## config.mk

```make
export PLATFORM = sky130hd
export DESIGN_NAME = cmd_seq_uart_flat
export DESIGN_NICKNAME = d
export VERILOG_FILES = /design/src/rtl/cmd_seq_uart_if.sv /design/src/rtl/cmd_seq_uart.sv /design/src/flat_wrapper.sv
export SDC_FILE = /design/constraint.sdc
export NUM_CORES = 1
export LEC_CHECK = 0
export CORE_MARGIN = 2
export CORE_UTILIZATION = 45
export DETAILED_ROUTE_END_ITERATION = 12
export GPL_ROUTABILITY_DRIVEN = 0
export PLACE_DENSITY = 0.65
export SLEW_MARGIN = 15
export SYNTH_ARGS = -nofsm -noshare
export SYNTH_HDL_FRONTEND = slang
export SYNTH_SLANG_ARGS = --single-unit
```

## constraint.sdc

```tcl
create_clock -name clk -period 3.12 [get_ports clk]
set_input_delay 0.624 -clock clk [delete_from_list [all_inputs] [get_ports clk]]
set_output_delay 0.624 -clock clk [all_outputs]
set_load 0.05 [all_outputs]
```

## src/rtl/cmd_seq_uart_if.sv

```systemverilog
// Command sequencer bus: control request, ROM port, UART port
// and response buffer readout, seen from the sequencer (slave).
interface cmd_seq_uart_if #(
    parameter int AW         = 5,
    parameter int LW         = 4,
    parameter int RESP_DEPTH = 8
);
    localparam int CW  = $clog2(RESP_DEPTH) + 1;
    localparam int RAW = $clog2(RESP_DEPTH);

    logic          send;
    logic [AW-1:0] cmd_start;
    logic [LW-1:0] cmd_len;
    logic [AW-1:0] rom_addr;
    logic [7:0]    rom_dout;
    logic [7:0]    tx_data;
    logic          trmt;
    logic          tx_done;
    logic          rx_rdy;
    logic [7:0]    rx_data;
    logic          clr_rx_rdy;
    logic          busy;
    logic          done;
    logic          resp_ok;
    logic          timeout_err;
    logic [CW-1:0] resp_cnt;
    logic          resp_ovf;
    logic [RAW-1:0] resp_raddr;
    logic [7:0]    resp_rdata;

    modport master (
        output send, cmd_start, cmd_len, rom_dout, tx_done,
        output rx_rdy, rx_data, resp_raddr,
        input  rom_addr, tx_data, trmt, clr_rx_rdy, busy, done,
        input  resp_ok, timeout_err, resp_cnt, resp_ovf, resp_rdata
    );

    modport slave (
        input  send, cmd_start, cmd_len, rom_dout, tx_done,
        input  rx_rdy, rx_data, resp_raddr,
        output rom_addr, tx_data, trmt, clr_rx_rdy, busy, done,
        output resp_ok, timeout_err, resp_cnt, resp_ovf, resp_rdata
    );
endinterface

```

## src/rtl/cmd_seq_uart.sv

```systemverilog
// Streams a command from a synchronous ROM to a UART, then captures
// the reply up to a terminator byte, with timeout and command retry.
module cmd_seq_uart #(
    parameter int         AW          = 5,
    parameter int         LW          = 4,
    parameter logic [7:0] TERM_BYTE   = 8'h0A,
    parameter int         RESP_DEPTH  = 8,
    parameter int         TIMEOUT_CYC = 100000,
    parameter int         MAX_RETRY   = 2
) (
    input logic           clk,
    input logic           rst_n,
    cmd_seq_uart_if.slave bus
);
    localparam int CW  = $clog2(RESP_DEPTH) + 1;
    localparam int RAW = $clog2(RESP_DEPTH);
    localparam int TW  = $clog2(TIMEOUT_CYC);
    localparam int RTW = (MAX_RETRY > 0) ? $clog2(MAX_RETRY + 1) : 1;

    localparam logic [TW-1:0]  T_LAST = TW'(TIMEOUT_CYC - 1);
    localparam logic [CW-1:0]  DEPTH  = CW'(RESP_DEPTH);
    localparam logic [RTW-1:0] RMAX   = RTW'(MAX_RETRY);

    typedef enum logic [2:0] {
        IDLE, ROM_WAIT, XMIT, TX_WAIT, RESP, DONE
    } state_t;

    state_t         state_q, state_d;
    logic [AW-1:0]  rom_addr_q, rom_addr_d;
    logic [AW-1:0]  start_q, start_d;
    logic [AW-1:0]  last_q, last_d;
    logic [TW-1:0]  timer_q, timer_d;
    logic [RTW-1:0] retry_q, retry_d;
    logic [CW-1:0]  resp_cnt_q, resp_cnt_d;
    logic           resp_ovf_q, resp_ovf_d;
    logic           resp_ok_q, resp_ok_d;
    logic           timeout_err_q, timeout_err_d;
    logic           trmt_q, trmt_d;
    logic           busy_q, busy_d;
    logic           done_q, done_d;

    logic           buf_we;
    logic [RAW-1:0] buf_waddr;
    logic [7:0]     resp_buf [RESP_DEPTH];

    always_comb begin
        state_d       = state_q;
        rom_addr_d    = rom_addr_q;
        start_d       = start_q;
        last_d        = last_q;
        timer_d       = timer_q;
        retry_d       = retry_q;
        resp_cnt_d    = resp_cnt_q;
        resp_ovf_d    = resp_ovf_q;
        resp_ok_d     = resp_ok_q;
        timeout_err_d = timeout_err_q;
        buf_we        = 1'b0;

        unique case (state_q)
            IDLE: begin
                if (bus.send) begin
                    start_d    = bus.cmd_start;
                    last_d     = bus.cmd_start + AW'(bus.cmd_len);
                    rom_addr_d = bus.cmd_start;
                    resp_cnt_d = '0;
                    resp_ovf_d = 1'b0;
                    retry_d    = '0;
                    state_d    = ROM_WAIT;
                end
            end
            ROM_WAIT: state_d = XMIT;
            XMIT:     state_d = TX_WAIT;
            TX_WAIT: begin
                if (bus.tx_done) begin
                    if (rom_addr_q == last_q) begin
                        timer_d = '0;
                        state_d = RESP;
                    end else begin
                        rom_addr_d = rom_addr_q + AW'(1);
                        state_d    = ROM_WAIT;
                    end
                end
            end
            RESP: begin
                timer_d = timer_q + TW'(1);
                // A received byte takes priority over an expiring timer
                if (bus.rx_rdy) begin
                    timer_d = '0;
                    if (bus.rx_data == TERM_BYTE) begin
                        resp_ok_d     = 1'b1;
                        timeout_err_d = 1'b0;
                        state_d       = DONE;
                    end else if (resp_cnt_q < DEPTH) begin
                        buf_we     = 1'b1;
                        resp_cnt_d = resp_cnt_q + CW'(1);
                    end else begin
                        resp_ovf_d = 1'b1;
                    end
                end else if (timer_q == T_LAST) begin
                    timer_d = '0;
                    if (retry_q < RMAX) begin
                        retry_d    = retry_q + RTW'(1);
                        rom_addr_d = start_q;
                        resp_cnt_d = '0;
                        state_d    = ROM_WAIT;
                    end else begin
                        resp_ok_d     = 1'b0;
                        timeout_err_d = 1'b1;
                        state_d       = DONE;
                    end
                end
            end
            DONE:    state_d = IDLE;
            default: state_d = IDLE;
        endcase

        trmt_d = (state_d == XMIT);
        busy_d = (state_d != IDLE);
        done_d = (state_d == DONE);
    end

    assign buf_waddr = resp_cnt_q[RAW-1:0];

    always_ff @(posedge clk or negedge rst_n) begin
        if (!rst_n) begin
            state_q       <= IDLE;
            rom_addr_q    <= '0;
            start_q       <= '0;
            last_q        <= '0;
            timer_q       <= '0;
            retry_q       <= '0;
            resp_cnt_q    <= '0;
            resp_ovf_q    <= 1'b0;
            resp_ok_q     <= 1'b0;
            timeout_err_q <= 1'b0;
            trmt_q        <= 1'b0;
            busy_q        <= 1'b0;
            done_q        <= 1'b0;
        end else begin
            state_q       <= state_d;
            rom_addr_q    <= rom_addr_d;
            start_q       <= start_d;
            last_q        <= last_d;
            timer_q       <= timer_d;
            retry_q       <= retry_d;
            resp_cnt_q    <= resp_cnt_d;
            resp_ovf_q    <= resp_ovf_d;
            resp_ok_q     <= resp_ok_d;
            timeout_err_q <= timeout_err_d;
            trmt_q        <= trmt_d;
            busy_q        <= busy_d;
            done_q        <= done_d;
        end
    end

    always_ff @(posedge clk) begin
        if (buf_we) begin
            resp_buf[buf_waddr] <= bus.rx_data;
        end
    end

    assign bus.rom_addr    = rom_addr_q;
    assign bus.tx_data     = bus.rom_dout;
    assign bus.trmt        = trmt_q;
    assign bus.clr_rx_rdy  = bus.rx_rdy;
    assign bus.busy        = busy_q;
    assign bus.done        = done_q;
    assign bus.resp_ok     = resp_ok_q;
    assign bus.timeout_err = timeout_err_q;
    assign bus.resp_cnt    = resp_cnt_q;
    assign bus.resp_ovf    = resp_ovf_q;
    assign bus.resp_rdata  = resp_buf[bus.resp_raddr];
endmodule

```

## src/flat_wrapper.sv

```systemverilog
// flat-port wrapper written by rule: the top's interface ports become plain ports
module cmd_seq_uart_flat 
#(
    parameter int         AW          = 5,
    parameter int         LW          = 4,
    parameter logic [7:0] TERM_BYTE   = 8'h0A,
    parameter int         RESP_DEPTH  = 8,
    parameter int         TIMEOUT_CYC = 100000,
    parameter int         MAX_RETRY   = 2
)
  (clk, rst_n, bus_send, bus_cmd_start, bus_cmd_len, bus_rom_dout, bus_tx_done, bus_rx_rdy, bus_rx_data, bus_resp_raddr, bus_rom_addr, bus_tx_data, bus_trmt, bus_clr_rx_rdy, bus_busy, bus_done, bus_resp_ok, bus_timeout_err, bus_resp_cnt, bus_resp_ovf, bus_resp_rdata);
  cmd_seq_uart_if #(.AW(AW), .LW(LW), .RESP_DEPTH(RESP_DEPTH)) bus_i ();
  input logic clk;
  input logic rst_n;
  input wire logic [$bits(bus_i.send)-1:0] bus_send;
  input wire logic [$bits(bus_i.cmd_start)-1:0] bus_cmd_start;
  input wire logic [$bits(bus_i.cmd_len)-1:0] bus_cmd_len;
  input wire logic [$bits(bus_i.rom_dout)-1:0] bus_rom_dout;
  input wire logic [$bits(bus_i.tx_done)-1:0] bus_tx_done;
  input wire logic [$bits(bus_i.rx_rdy)-1:0] bus_rx_rdy;
  input wire logic [$bits(bus_i.rx_data)-1:0] bus_rx_data;
  input wire logic [$bits(bus_i.resp_raddr)-1:0] bus_resp_raddr;
  output wire logic [$bits(bus_i.rom_addr)-1:0] bus_rom_addr;
  output wire logic [$bits(bus_i.tx_data)-1:0] bus_tx_data;
  output wire logic [$bits(bus_i.trmt)-1:0] bus_trmt;
  output wire logic [$bits(bus_i.clr_rx_rdy)-1:0] bus_clr_rx_rdy;
  output wire logic [$bits(bus_i.busy)-1:0] bus_busy;
  output wire logic [$bits(bus_i.done)-1:0] bus_done;
  output wire logic [$bits(bus_i.resp_ok)-1:0] bus_resp_ok;
  output wire logic [$bits(bus_i.timeout_err)-1:0] bus_timeout_err;
  output wire logic [$bits(bus_i.resp_cnt)-1:0] bus_resp_cnt;
  output wire logic [$bits(bus_i.resp_ovf)-1:0] bus_resp_ovf;
  output wire logic [$bits(bus_i.resp_rdata)-1:0] bus_resp_rdata;
  assign bus_i.send = bus_send;
  assign bus_i.cmd_start = bus_cmd_start;
  assign bus_i.cmd_len = bus_cmd_len;
  assign bus_i.rom_dout = bus_rom_dout;
  assign bus_i.tx_done = bus_tx_done;
  assign bus_i.rx_rdy = bus_rx_rdy;
  assign bus_i.rx_data = bus_rx_data;
  assign bus_i.resp_raddr = bus_resp_raddr;
  assign bus_rom_addr = bus_i.rom_addr;
  assign bus_tx_data = bus_i.tx_data;
  assign bus_trmt = bus_i.trmt;
  assign bus_clr_rx_rdy = bus_i.clr_rx_rdy;
  assign bus_busy = bus_i.busy;
  assign bus_done = bus_i.done;
  assign bus_resp_ok = bus_i.resp_ok;
  assign bus_timeout_err = bus_i.timeout_err;
  assign bus_resp_cnt = bus_i.resp_cnt;
  assign bus_resp_ovf = bus_i.resp_ovf;
  assign bus_resp_rdata = bus_i.resp_rdata;
  cmd_seq_uart #(.AW(AW), .LW(LW), .TERM_BYTE(TERM_BYTE), .RESP_DEPTH(RESP_DEPTH), .TIMEOUT_CYC(TIMEOUT_CYC), .MAX_RETRY(MAX_RETRY)) u_core (.clk(clk), .rst_n(rst_n), .bus(bus_i));
endmodule
```

==> run summary <==
Status: completed
Largest stage delay, worst path: 510 ps
Clk buf depth: 2
Worst Max-Slew Pin Slew: 867 ps
Hold WC Path Type: input port to asynchronous set/reset pin
Finished Cell Area: 6230 µm²
Antenna cells: 0
Worst-path clk slew: 80 ps
Synth warnings: 0
Post-synth top flop: edfxtp_1
CTS tree: built
RSZ-0062 raised after global routing: no
Worst-path fanout max: 16
Clock Sinks: 111
DP Area: 5920 µm²
Share of cells above drive strength 1: 17.8%
Drt total wl: 10,900 µm
Initial core utilization: 46.0%
Wire per inst: 17.8 µm
Port Buffer Count: 48
Pwr dens: 655 nW/µm²
Maximum clock rate: 341 MHz
Hold Fails Final Rpt: 0
Async SR Flop Fraction: 42.3%
Leakage power total: 2.36 nW
Area fraction of the dominant cell type after synthesis: 36.6%
Adder-Cell Fraction of Synth Area: 2.05%
Crit share post-route: 94.1%
Die area: 12,600 µm²
CP arrival: 2310 ps
Final Power: 4.08 mW
1st-iter DRT viols: 178
H-tree levels: 3
Die height: 112 µm
Via Count: 3,457
Synth top area cells: edfxtp_1 (37%), dfrtp_1 (22%), mux4_2 (6.9%)
Chip Width: 112 µm
Yosys reg bits: 111
Worst-path cell chain: clkdlybuf4s50_1 -> buf_12 -> mux4_2 -> mux2_2 -> buf_4
Cts hold-fix bufs: 0
Largest net degree at the start of global routing: 48
DRC: 0
Slew Viols, Final: 0
Largest family of logic cells by synthesized area: simple AND/OR/NAND/NOR gates
CTS resizes: 0
Initial antenna violation count: 0
Simple-Gate Fraction of Synth Area: 15.2%
GRT overflow: 0
Max cap viols: 0
Crit end category: primary output
Nets: 503
Slowest CP cell: mux4_2
Setup bufs post-CTS: 0
GRT Resource Usage Total: 18.2%
Via density: 5.67
Min Tclk post-route: 2940 ps
Core area: 11,400 µm²
Yosys top cell by area: edfxtp_1
Post-Syn Area: 5260 µm²
# setup viols final: 0
Io pins: 65
Antenna-violating nets left: 0
Detail Placement HPWL: 7570 µm
Setup TNS: 0 ps
Sequential-to-total area share from yosys stat: 59.0%
Compound-Gate Fraction of Synth Area: 8.88%
Pre-antenna DRT Iters: 4
Setup CP Type: input port to primary output
Post-synthesis cell count: 410
Worst slew margin: 42.0%
Area delta synth->final: 18.6%
WP data required: 2500 ps
Count of different cell masters after synthesis: 64
Peak supply drop: 0.000438 V
First-pass GRT wire length: 18,100 µm
Crit start category: input port
Clock latency on the worst-skew pair: 350 ps
Root Driver: clkbuf_16
Num CTS Buffers: 9
Core Util, Final: 54.6%
Post-synth EDFFs: 64
Mux share of post-synthesis cell area: 9.21%
Post-Route Skew: 9.57 ps
Cell row count: 39
WHS: 274 ps
Xor-xnor portion of the synthesized cell area: 2.33%
Synthesized net count: 451
Avg Cell Area, Syn: 12.8 µm²
Vias in the first global route: 3,506
-- sequential cells by signal (all words and copies together) (netlist names) --
| name | count |
|---|---|
| u_core.start_q | 5 |
| u_core.bus.timeout_err | 1 |
| u_core.bus.resp_ovf | 1 |
| u_core.bus.busy | 1 |
| u_core.bus.trmt | 1 |
| u_core.timer_q | 17 |
| u_core.bus.resp_cnt | 4 |
| u_core.bus.rom_addr | 5 |
| u_core.bus.resp_ok | 1 |
| u_core.retry_q | 2 |
| u_core.state_q | 3 |
| u_core.resp_buf | 64 |
| u_core.last_q | 5 |
| u_core.bus.done | 1 |
-- worst paths after layout --
check | slack, ps | start | cells past startpoint | end
min in group clk | 480 | u_core.start_q[3]$_DFFE_PN0P_ | 2 | u_core.start_q[3]$_DFFE_PN0P_
max | 180 | bus_resp_raddr[0] | 5 | bus_resp_rdata[6]
max reg2reg | 570 | u_core.state_q[2]$_DFF_PN0_ | 4 | u_core.resp_buf[7][5]$_DFFE_PP_
min | 270 | rst_n | 1 | u_core.last_q[2]$_DFFE_PN0P_
max in group asynchronous | 2440 | rst_n | 1 | u_core.timer_q[12]$_DFFE_PN0P_
min reg2reg | 480 | u_core.start_q[3]$_DFFE_PN0P_ | 2 | u_core.start_q[3]$_DFFE_PN0P_
-- metrics by stage --
step           setup WS, ps  instances
6_report                184        610
5_1_grt                 125        610
4_1_cts                 173        610
3_5_place_dp            168        594
3_3_place_gp            195        594
2_1_floorplan           437        410
-- cells in the mapped netlist (2+ instances only) --
cell       instances
edfxtp_1          64
nand2_1           49
dfrtp_1           47
o21ai_0           29
mux4_2            16
nor2_1            16
nor3_1            14
nand3_1           11
xor2_1            11
a31oi_1           10
buf_4              9
inv_1              9
mux2_2             9
clkbuf_1           8
a21oi_1            7
ha_1               7
nand4_1            7
nor4_1             7
a21o_1             5
buf_2              5
buf_1              4
nor3b_1            4
or3_1              4
and2_1             3
and3b_1            3
and4_1             3
xnor2_1            3
a22o_1             2
a22oi_1            2
a2bb2oi_1          2
and3_1             2
mux2_1             2
nand2b_1           2
nand3b_1           2
o21ai_1            2
o2bb2ai_1          2
-- worst max-delay path: cells and delay by family --
family                 cells  cell delay [ps]
buffers and inverters      3              880
multiplexers               2              800
-- cells by family after synthesis --
logic type | Yosys count
AOI/OAI and AO/OA | 72
xor gates and xnor gates | 14
adders and majority gates | 8
buffers and inverters | 36
DFF | 111
muxes | 27
and+or+nand+nor | 142
-- layer usage --
layer	share of wire (%)	wire length (µm)	track usage [%]	up-vias
li1	-	-	-	1643
met1	46	5020	25.5	1723
met2	48	5270	30.0	81
met3	4.6	496	3.40	10
met4	0.80	87	4.47	0
met5	0	0	0	-
-- layout by cell type (no fill, tap or decap), types with 3 or more instances in the layout --
cell             count
clkbuf_16            9
nand2_1             49
mux4_2              16
a31oi_1             10
nor3b_1              4
a21oi_1              7
and4_1               3
nand3_1             11
o21ai_0             29
and2_1               3
clkdlybuf4s50_1     38
dfrtp_1             47
nor3_1              14
mux2_2               9
edfxtp_1            64
inv_1                9
ha_1                 7
inv_8                3
xnor2_1              3
buf_4               28
nand4_1              7
xor2_1              11
nor4_1               7
a21o_1               5
nor2_1              16
or3_1                4
and3b_1              3
-- power breakdown --
part | leakage, nW | total (mW) | internal, mW | switching, mW
combinational | 1.02 | 1.05 | 0.413 | 0.639
sequential | 1.19 | 1.86 | 1.70 | 0.155
clock | 0.152 | 1.18 | 0.583 | 0.593
total | 2.36 | 4.08 | 2.70 | 1.39
-- cell type report --
type | instances | area [µm²]
clock buffer | 9 | 225
clock inverter | 7 | 83.8
fill | 961 | 5190
inverter | 9 | 33.8
multi-input combinational | 263 | 1980
sequential | 111 | 3100
tap | 143 | 179
timing repair buffer | 68 | 631
(Power assumes the default switching activity.)
